## src/rtl/hazard_ctrl_pkg.sv

```systemverilog
// rtl/hazard_ctrl_pkg.sv - shared pipeline constants and hazard controller state encoding
package hazard_ctrl_pkg;

  localparam int          REG_W         = 5;
  localparam int          CTRL_W_P      = 4;
  localparam logic [3:0]  CTRL_BUBBLE_P = 4'b1111;
  localparam int          CNT_W_P       = 16;

  typedef enum logic [1:0] {
    ST_RUN   = 2'd0,
    ST_STALL = 2'd1,
    ST_FLUSH = 2'd2
  } hz_state_e;

endpackage

```

## src/rtl/sat_counter.sv

```systemverilog
// rtl/sat_counter.sv - saturating event counter, holds at all-ones instead of wrapping
module sat_counter #(
  parameter int W = 16
) (
  input  logic         clk_i,
  input  logic         rst_i,
  input  logic         inc_i,
  output logic [W-1:0] cnt_o
);

  logic [W-1:0] r_cnt;

  always_ff @(posedge clk_i) begin
    if (rst_i) begin
      r_cnt <= '0;
    end else if (inc_i && (r_cnt != {W{1'b1}})) begin
      r_cnt <= r_cnt + 1'b1;
    end
  end

  assign cnt_o = r_cnt;

endmodule

```

## src/rtl/hazard_ctrl.sv

```systemverilog
// rtl/hazard_ctrl.sv - load-use stall / branch flush controller for the ID stage
module hazard_ctrl
  import hazard_ctrl_pkg::*;
#(
  parameter int                CTRL_W      = CTRL_W_P,
  parameter logic [CTRL_W-1:0] CTRL_BUBBLE = CTRL_BUBBLE_P,
  parameter int                CNT_W       = CNT_W_P
) (
  input  logic              clk_i,
  input  logic              rst_i,
  input  logic [REG_W-1:0]  ID_RSaddr1_i,
  input  logic [REG_W-1:0]  ID_RSaddr2_i,
  input  logic              ID_uses_rs2_i,
  input  logic [CTRL_W-1:0] EX_control_i,
  input  logic              EX_memread_i,
  input  logic [REG_W-1:0]  EX_RDaddr_i,
  input  logic              branch_taken_i,
  output logic              hazard_o,
  output logic              pc_write_o,
  output logic              IF_ID_write_o,
  output logic              IF_ID_flush_o,
  output logic [1:0]        state_o,
  output logic [CNT_W-1:0]  stall_cnt_o,
  output logic [CNT_W-1:0]  flush_cnt_o,
  output logic              err_o
);

  hz_state_e r_state;
  hz_state_e w_state_nxt;
  logic      r_err;
  logic      w_lu_raw;
  logic      w_stall_issue;
  logic      w_flush_issue;

  // Bubbles and x0 never produce a real value, so neither can be a hazard source.
  assign w_lu_raw = EX_memread_i
                 && (EX_control_i != CTRL_BUBBLE)
                 && (EX_RDaddr_i != '0)
                 && ((EX_RDaddr_i == ID_RSaddr1_i)
                     || (ID_uses_rs2_i && (EX_RDaddr_i == ID_RSaddr2_i)));

  assign w_flush_issue = !rst_i && branch_taken_i;
  assign w_stall_issue = !rst_i && !branch_taken_i && w_lu_raw;

  always_comb begin
    w_state_nxt   = ST_RUN;
    hazard_o      = 1'b0;
    pc_write_o    = 1'b1;
    IF_ID_write_o = 1'b1;
    IF_ID_flush_o = 1'b0;
    if (rst_i) begin
      hazard_o      = 1'b1;
      pc_write_o    = 1'b0;
      IF_ID_write_o = 1'b0;
      IF_ID_flush_o = 1'b1;
    end else if (branch_taken_i) begin
      w_state_nxt   = ST_FLUSH;
      hazard_o      = 1'b1;
      IF_ID_flush_o = 1'b1;
    end else if (w_lu_raw) begin
      w_state_nxt   = ST_STALL;
      hazard_o      = 1'b1;
      pc_write_o    = 1'b0;
      IF_ID_write_o = 1'b0;
    end
  end

  always_ff @(posedge clk_i) begin
    if (rst_i) begin
      r_state <= ST_RUN;
    end else begin
      r_state <= w_state_nxt;
    end
  end

  // A repeat load-use on the cycle after a stall means the bubble never reached EX.
  always_ff @(posedge clk_i) begin
    if (rst_i) begin
      r_err <= 1'b0;
    end else if (w_lu_raw && (r_state == ST_STALL)) begin
      r_err <= 1'b1;
    end
  end

  sat_counter #(.W(CNT_W)) u_stall_cnt (
    .clk_i (clk_i),
    .rst_i (rst_i),
    .inc_i (w_stall_issue),
    .cnt_o (stall_cnt_o)
  );

  sat_counter #(.W(CNT_W)) u_flush_cnt (
    .clk_i (clk_i),
    .rst_i (rst_i),
    .inc_i (w_flush_issue),
    .cnt_o (flush_cnt_o)
  );

  assign state_o = r_state;
  assign err_o   = r_err;

endmodule

```

## config.mk

```make
export PLATFORM = sky130hd
export DESIGN_NAME = hazard_ctrl
export DESIGN_NICKNAME = d
export VERILOG_FILES = /design/src/rtl/hazard_ctrl_pkg.sv /design/src/rtl/sat_counter.sv /design/src/rtl/hazard_ctrl.sv
export SDC_FILE = /design/constraint.sdc
export NUM_CORES = 1
export LEC_CHECK = 0
export ABC_AREA = 1
export BUFFER_PORTS_ARGS = -buffer_cell sky130_fd_sc_hd__buf_2
export CAP_MARGIN = 10
export CORE_ASPECT_RATIO = 1.2
export CORE_UTILIZATION = 50
export CTS_BUF_LIST = sky130_fd_sc_hd__clkbuf_8
export DETAILED_ROUTE_END_ITERATION = 7
export GPL_ROUTABILITY_DRIVEN = 0
export GPL_TIMING_DRIVEN = 0
export PLACE_DENSITY_LB_ADDON = 0.15
export SKIP_CTS_REPAIR_TIMING = 1
export SLEW_MARGIN = 10
export SYNTH_ARGS = -nofsm -noshare
export SYNTH_HDL_FRONTEND = slang
export SYNTH_SLANG_ARGS = --single-unit
```

## constraint.sdc

```tcl
create_clock -name clk_i -period 1.6 [get_ports clk_i]
set_input_delay 0.16 -clock clk_i [delete_from_list [all_inputs] [get_ports clk_i]]
set_output_delay 0.16 -clock clk_i [all_outputs]
set_load 0.1 [all_outputs]
```

* Word level (Yosys, flattened, before mapping) *
Cells that the tools add are included.

storage, ports and cells
  input port bits = 24
  output and inout bits = 39
  flip-flop bits (word level) = 35

operators by class
  multiplexer cells = 10
  eq/ne operators = 6
  add/subtract/negate cells = 2
  reductions and logical operators = 15

operators by type and width
  operator                                              number
  adder 16 x 1 -> 16 bit (second input constant)        2
  inequality test 16 bit (second input constant)        2
  equality test 5 bit                                   2
  logical AND 1 bit                                     10
  2-to-1 mux 1 bit                                      9
  nonzero test 5 bit                                    1
  inequality test 4 bit (second input constant)         1
  equality test 2 x 1 -> 1 bit (second input constant)  1
  logical NOT 1 bit                                     2
  2-to-1 mux 2 bit                                      1
  OR reduction 2 bit                                    1
  logical OR 1 bit                                      1

* Longest topological paths before layout *
Gate-level depths: netlist of run 1.

  word-level depth = 7
  gate-level depth with buffers = 11
  gate-level depth less buffers = 11

* Modules after synthesis *
From an unflattened synthesis of run 1, not the netlist that was laid out.

unflattened totals
  cell total of the unflattened synthesis = 372
  area, all modules = 2,219.6 um^2

by module, submodules not included
  module       seq. area each (um^2)  area an instance (um^2)  cells each  instances
  sat_counter  320.3                  929.6                    149         2
  hazard_ctrl  60.1                   360.3                    74          1

* Worst setup path after synthesis of run 1 *
Ideal clock, no wire load.

  path type = input -> output
  from = input EX_RDaddr_i[0]
  to = output pc_write_o
  data arrival time = 2.705 ns
  setup slack = -1.265 ns
  path buffers = 1
  stages = 4
  data required time = 1.440 ns
  path through = nor3_1 > a21oi_2 > a31oi_1 > buf_4

on the way
  longest elaborated chain between the ends = 7
  elaborated cells on any way between the ends = 10
  classes of those cells = 2 x eq/ne; 3 x mux; 5 x reduce/logical

ends and longest elaborated chain
  what                               line               RTL
  start, declared                    hazard_ctrl.sv:16  input logic [REG_W-1:0] EX_RDaddr_i,
  equality test 5 bit                hazard_ctrl.sv:40  || (ID_uses_rs2_i && (EX_RDaddr_i == ID_RSaddr2_i)));
  logical AND 1 bit                  hazard_ctrl.sv:40
  logical OR 1 bit                   hazard_ctrl.sv:40
  logical AND 1 bit (*)              hazard_ctrl.sv:39  && ((EX_RDaddr_i == ID_RSaddr1_i)
  2-to-1 mux 1 bit (*) (3 in a row)  n/a
  end, declared                      hazard_ctrl.sv:19  output logic pc_write_o,

Mark *: on every way between the ends. The rest lies on a longest branch, timed or not.

* Worst setup path after layout of run 1 *
  from = input EX_RDaddr_i[0]
  to = output IF_ID_write_o

on the way
  longest elaborated chain between the ends = 7
  elaborated cells on any way between the ends = 10
  classes of those cells = 2 x eq/ne; 3 x mux; 5 x reduce/logical

ends and longest elaborated chain
  what                   line               RTL
  equality test 5 bit    hazard_ctrl.sv:40
  logical AND 1 bit      hazard_ctrl.sv:40
  logical OR 1 bit       hazard_ctrl.sv:40
  logical AND 1 bit (*)  hazard_ctrl.sv:39
  2-to-1 mux 1 bit (*)   hazard_ctrl.sv:60  end else if (w_lu_raw) begin
  2-to-1 mux 1 bit (*)   hazard_ctrl.sv:56  end else if (branch_taken_i) begin
  2-to-1 mux 1 bit (*)   hazard_ctrl.sv:51  if (rst_i) begin
  end, declared          hazard_ctrl.sv:20  output logic IF_ID_write_o,

Marked as above.

==> results of run 1 <==
path summary, 6_finish.rpt:
| kind | from | to | slack [ps] | cells after the start |
|---|---|---|---|---|
| min | branch_taken_i | state_o[0] | 220 | 4 |
| max | EX_RDaddr_i[0] | IF_ID_write_o | 50 | 5 |
| max reg2reg | u_flush_cnt.cnt_o[0] | u_flush_cnt.cnt_o[10] | 60 | 8 |
| min reg2reg | err_o | err_o | 450 | 2 |
kinds of logic after synthesis:
family          after synthesis  share of synthesized area [%]
simple gates                218                           45.7
buf+inv                      61                           11.0
flops                        35                           31.3
compound gates               27                           6.65
xor+xnor                     11                           4.30
fa+ha+maj                     2                           1.12
sequential cells by signal, summed over array words and instances, names as in the netlist:
register,flops
err_o,1
u_flush_cnt.cnt_o,16
u_stall_cnt.cnt_o,16
state_o,2
through the flow:
stage               util (%)  cells  TNS, ps  setup slack (ps)
floorplan                  -    354    -45.9             -24.7
global placement        65.3    471     -141             -95.0
detailed placement      65.3    471     -168             -98.5
CTS                     67.2    479     -170             -98.9
global route            68.1    479    -71.0             -40.4
finish                  68.1    479        0              52.7
worst register-to-register path, cell delays in order, from the launching register on:
cell and delay [ps]:
dfxtp_4 370, ha_4 140, inv_1 80, nor3_2 280, inv_1 110, nor2_4 160
nand2_1 110, o21ai_1 140, nor2_1 50
cell usage in the layout (no fill, tap or decap), drive strengths merged:
cell type and count:
or2 1, nand2 105, dfxtp 35, nand4 10, clkbuf 10, nor3b 2, nor2 64, nand3 22
clkinvlp 1, o21ai 10, and3 2, xnor2 5, nor4 1, nor3 11, a21oi 14, ha 2
xor2 6, clkinv 2, inv 54, buf 63, a31oi 3
cell type report:
class	count	share of cell area (%)
Multi-Input combinational cell	258	46.6
Timing Repair Buffer	61	11.2
Sequential cell	35	27.8
Buffer	7	2.03
Inverter	54	7.11
Clock buffer	5	2.37
Clock inverter	3	0.431
Tap cell	56	2.41
report_power, final:
group,internal (W),switching [W]
logic,0.0000845,0.000213
clock network,0.000292,0.000308
registers,0.000837,0.00000899
metal layers:
metal  track usage, %  routed length (um)  vias up
met5                0                   0        -
met2             47.9                2910       55
met3             4.19                 204       11
li1                 -                   -     1236
met1             24.7                2180     1105
met4             9.56                  97        0
==> flow_summary.toml, run 1 <==
[worst_setup_path]
crit_family = "buffers and inverters"
path_buf_inv = 2
cp_max_fo = 7
crit_arrival_ps = 1390
path_cells = "buf_2, nor3_1, a21oi_2, a31oi_4, clkbuf_4"
slowest_stage = "clkbuf_4"
start_kind = "input pin"
criticalPathCategory = "input pin to output port"
cp-end-kind = "output port"
required_ps = 1440
slowest_delay_ps = 380

[die]
initial_core_util_pct = 52.5
fp.dieH_um = 75.3
core_sq_um = 4260
fp-row-count = 26
die_w_um = 63.1
io_pins = 63
die-area_sq_um = 4750

[logic_synthesis]
ys_ff_latch = 35
synth_common_cells = "nand2_1 (102), nor2_1 (51), inv_1 (46), dfxtp_1 (35), nand3_1 (18)"
ys_warn_count = 0
synth.area.top_cells = "dfxtp_1 (31%), nand2_1 (17%), nor2_1 (8.6%), inv_1 (7.7%), nand3_1 (4.0%)"
yosys.area.top_type_share_pct = 31.3
ys.flop_type = "dfxtp_1"
synth_cells = 354
synth_cell_types = 33
synthesis.area_sq_um = 2240
synth_top_area_cell = "dfxtp_1"
synth_edf_count = 0
ys_seq_area_share_pct = 31.3
async_flop_share_pct = 0
avgSynthCellArea_sq_um = 6.32
synth.most_common_cell = "nand2_1"
syn_nets = 380

[hold_path]
min_path_type = "input pin to flip-flop"

[routing]
drt_first_iter_violations = 119
vias_per_cell = 5.03
final_antenna_net_count = 0
routed_wl_um = 5390
drcViolationCount = 0
drtPass1Iterations = 4
wl_per_cell_um = 11.3
vias = 2407

[timing]
setup_viol = 0
finalHoldViolations = 0
hold_slack_ps = 219
rsz0062_at_grt = "true"
slew_headroom_pct = 63.7
finalCritPeriodShare_pct = 96.7
min_period_ps = 1550
worst-slew-pin-transition_ps = 544
drv_slew = 0
max_freq_mhz = 646
fin_skew_ps = 5.35

[global_routing]
grt.total_usage_pct = 23.9
grt_pass1_vias = 2254
grt_first_pass_wirelength_um = 9010
antenna_found_initial = 0
overflow = 0
grt_max_degree = 11

[clocking]
cts_htree_levels = 2
clkLatencyLatePin_ps = 290
clock_path_buffers = 2
cts_tree = "done"
cts_made_buffers = 5
root_buffer = "clkbuf_8"
path_clk_slew_ps = 70
numClockSinks = 35

[pwr]
p_total_w = 0.00174
p_per_area_nw_per_um2 = 601
peakVddDrop_mv = 0.429
p_leak_nw = 1.31

[finish]
multi_input_area_sq_um = 1350
drive_above_1_share_pct = 33.8
area_growth_pct = 29.7
nFillCells = 408
antenna_cells = 0
seq_area_sq_um = 808
fin_nets = 448
final_area_sq_um = 2900

[place]
dp_hpwl_um = 4250
placed_area_sq_um = 2780
io_buffer_count = 61

[flow_run]
cap_viol_max_count = 0

[run_status]
outcome = "finished clean"
Power figures use the tool's default switching activity.
==> run 2, diff against run 1 <==
- ABC_AREA: 1 -> not set
- MAX_ROUTING_LAYER: not set -> met4
==> run 2 against run 1 <==
The run now ends with setup timing left. First-iteration DRC count is 22% higher. Sequential cell count unchanged. Via count decreased by 5.7%. Die area fell by 12%. Critical path type is now flip-flop to flip-flop. Critical endpoint is now u_stall_cnt.cnt_o[13].
==> flow_summary.toml, run 2 <==
[run_status]
outcome = "finished, violations left"
violations = "setup timing"

[routing]
routed_wl_um = 6570
drcViolationCount = 0
wl_per_cell_um = 17.5
drtPass1Iterations = 4
vias_per_cell = 6.05
drt_first_iter_violations = 145
vias = 2269
final_antenna_net_count = 0

[finish]
multi_input_area_sq_um = 1490
area_growth_pct = 55.3
drive_above_1_share_pct = 53.9
fin_nets = 348
final_cell_mix = "buf_2 (57), dfxtp_4 (23), nor2_1 (18)"
layout_commonest_cell = "buf_2"
finalNonFillerCells = 375
seq_area_sq_um = 797
antenna_cells = 0
nFillCells = 240

[clocking]
clkLatencyLatePin_ps = 290
cts_made_buffers = 5
numClockSinks = 35
clock_path_buffers = 2
cts_htree_levels = 2
path_clk_slew_ps = 70
cts_tree = "done"
root_buffer = "clkbuf_8"

[worst_setup_path]
required_ps = 1810
cp_max_fo = 5
criticalPathCategory = "flip-flop to flip-flop"
crit_family = "simple AND/OR/NAND/NOR gates"
crit_arrival_ps = 2290
start_kind = "flip-flop"
slowest_stage = "or4_1"
slowest_delay_ps = 530
cp-end-kind = "flip-flop"
path_buf_inv = 1
path_cells = "ha_4, nand2_4, buf_4, nor3_1, or4_4, or4_1, a21oi_1"

[hold_path]
min_path_type = "input pin to flip-flop"

[timing]
setup_viol = 19
worst-slew-pin-transition_ps = 492
slew_headroom_pct = 67.0
rsz0062_at_grt = "true"
finalCritPeriodShare_pct = 130
worst_slack_ps = -478
min_period_ps = 2080
finalHoldViolations = 0
fin_setup_tns_ps = -5340
drv_slew = 0
fin_skew_ps = 4.89
hold_slack_ps = 150
max_freq_mhz = 481

[die]
io_pins = 63
fp-row-count = 24
die_w_um = 59.2
initial_core_util_pct = 53.2
core_sq_um = 3690
fp.dieH_um = 70.6
die-area_sq_um = 4180

[logic_synthesis]
synth_cell_types = 42
synth_edf_count = 0
synth.most_common_cell = "dfxtp_1"
synth_cells = 237
avgSynthCellArea_sq_um = 8.28
yosys.area.top_type_share_pct = 35.7
ys_warn_count = 0
ys.flop_type = "dfxtp_1"
synth_top_area_cell = "dfxtp_1"
ys_ff_latch = 35
syn_nets = 263
synth.area.top_cells = "dfxtp_1 (36%), or4_1 (6.1%), xor2_1 (5.4%), xnor2_1 (4.5%), nor2_1 (4.0%)"
synthesis.area_sq_um = 1960
synth_common_cells = "dfxtp_1 (35), nor2_1 (21), or4_1 (16), a21oi_1 (15), nand3_1 (15)"
ys_seq_area_share_pct = 35.7
async_flop_share_pct = 0

[global_routing]
grt_pass1_vias = 1860
antenna_found_initial = 0
grt_max_degree = 11
overflow = 0
grt.total_usage_pct = 26.9
grt_first_pass_wirelength_um = 8490

[place]
dp_hpwl_um = 3900
io_buffer_count = 62
post-place-ws_ps = -737
dp_cells = 351

[pwr]
p_per_area_nw_per_um2 = 608
peakVddDrop_mv = 0.491
p_leak_nw = 1.18
p_total_w = 0.00185

[flow_run]
cap_viol_max_count = 0
[run 2: cell types whose count changed after synthesis, moves of 7 or more]
cell	change
or4_1	+16
inv_2	-7
o31ai_1	+9
nor2_1	-30
nor2_2	-11
nand2_1	-89
inv_1	-40
[run 2: logic make-up (layout without fill, tap and decap cells)]
logic type / count (synthesis) / count (layout) / synth area share (%)
mux: 3 / 3 / 1.66
buf+inv: 17 / 103 / 3.63
fa+ha+maj: 2 / 2 / 1.27
xor+xnor: 22 / 22 / 9.81
compound gates: 49 / 49 / 16.8
flops: 35 / 35 / 35.7
simple gates: 109 / 109 / 31.1
[run 2: where the power goes]
| group | internal (W) | total (W) | leakage, nW | switching [W] |
|---|---|---|---|---|
| clock | 0.000339 | 0.000663 | 0.0500 | 0.000325 |
| sequential | 0.000844 | 0.000857 | 0.305 | 0.0000122 |
| combinational | 0.000112 | 0.000334 | 0.825 | 0.000222 |
| total | 0.00129 | 0.00185 | 1.18 | 0.000559 |
[run 2: routing by layer]
metal  vias up  GRT usage [%]  share of wire (%)
met5         -              -                  0
met4         0           10.1                3.4
met3        25           4.94                4.9
met2        90           46.3                 55
met1      1095           30.2                 36
li1       1059              -                  -
[run 2: path summary, 6_finish.rpt]
| kind | startpoint | to | slack [ps] | depth (start not counted) |
|---|---|---|---|---|
| worst max-delay path | u_stall_cnt.cnt_o[0] | u_stall_cnt.cnt_o[13] | -480 | 7 |
| worst min-delay path | rst_i | state_o[1] | 150 | 2 |
| worst max register to register | u_stall_cnt.cnt_o[0] | u_stall_cnt.cnt_o[13] | -480 | 7 |
| worst min register to register | u_flush_cnt.cnt_o[5] | u_flush_cnt.cnt_o[5] | 470 | 1 |
[run 2: through the flow]
| step | util [%] | cell area [sq um] |
|---|---|---|
| 2_1_floorplan | - | 2270 |
| 3_3_place_gp | 71.6 | 2650 |
| 3_5_place_dp | 71.6 | 2650 |
| 4_1_cts | 74.1 | 2740 |
| 5_1_grt | 82.6 | 3050 |
| 6_report | 82.6 | 3050 |
[run 2: worst register-to-register path: cells and delay by family, from the launching register on]
family | cells | cell delay, ps
flops | 1 | 370
compound gates | 1 | 180
simple gates | 4 | 1170
buf+inv | 1 | 110
fa+ha+maj | 1 | 170
[run 2: cell type report]
cell class	count	share of cell area, %
inverter	6	0.739
clock buffer	6	2.71
multi-input combinational	185	48.9
clock inverter	2	0.246
tap	52	2.13
timing repair buffer	80	17.3
buffer	9	1.85
sequential	35	26.1
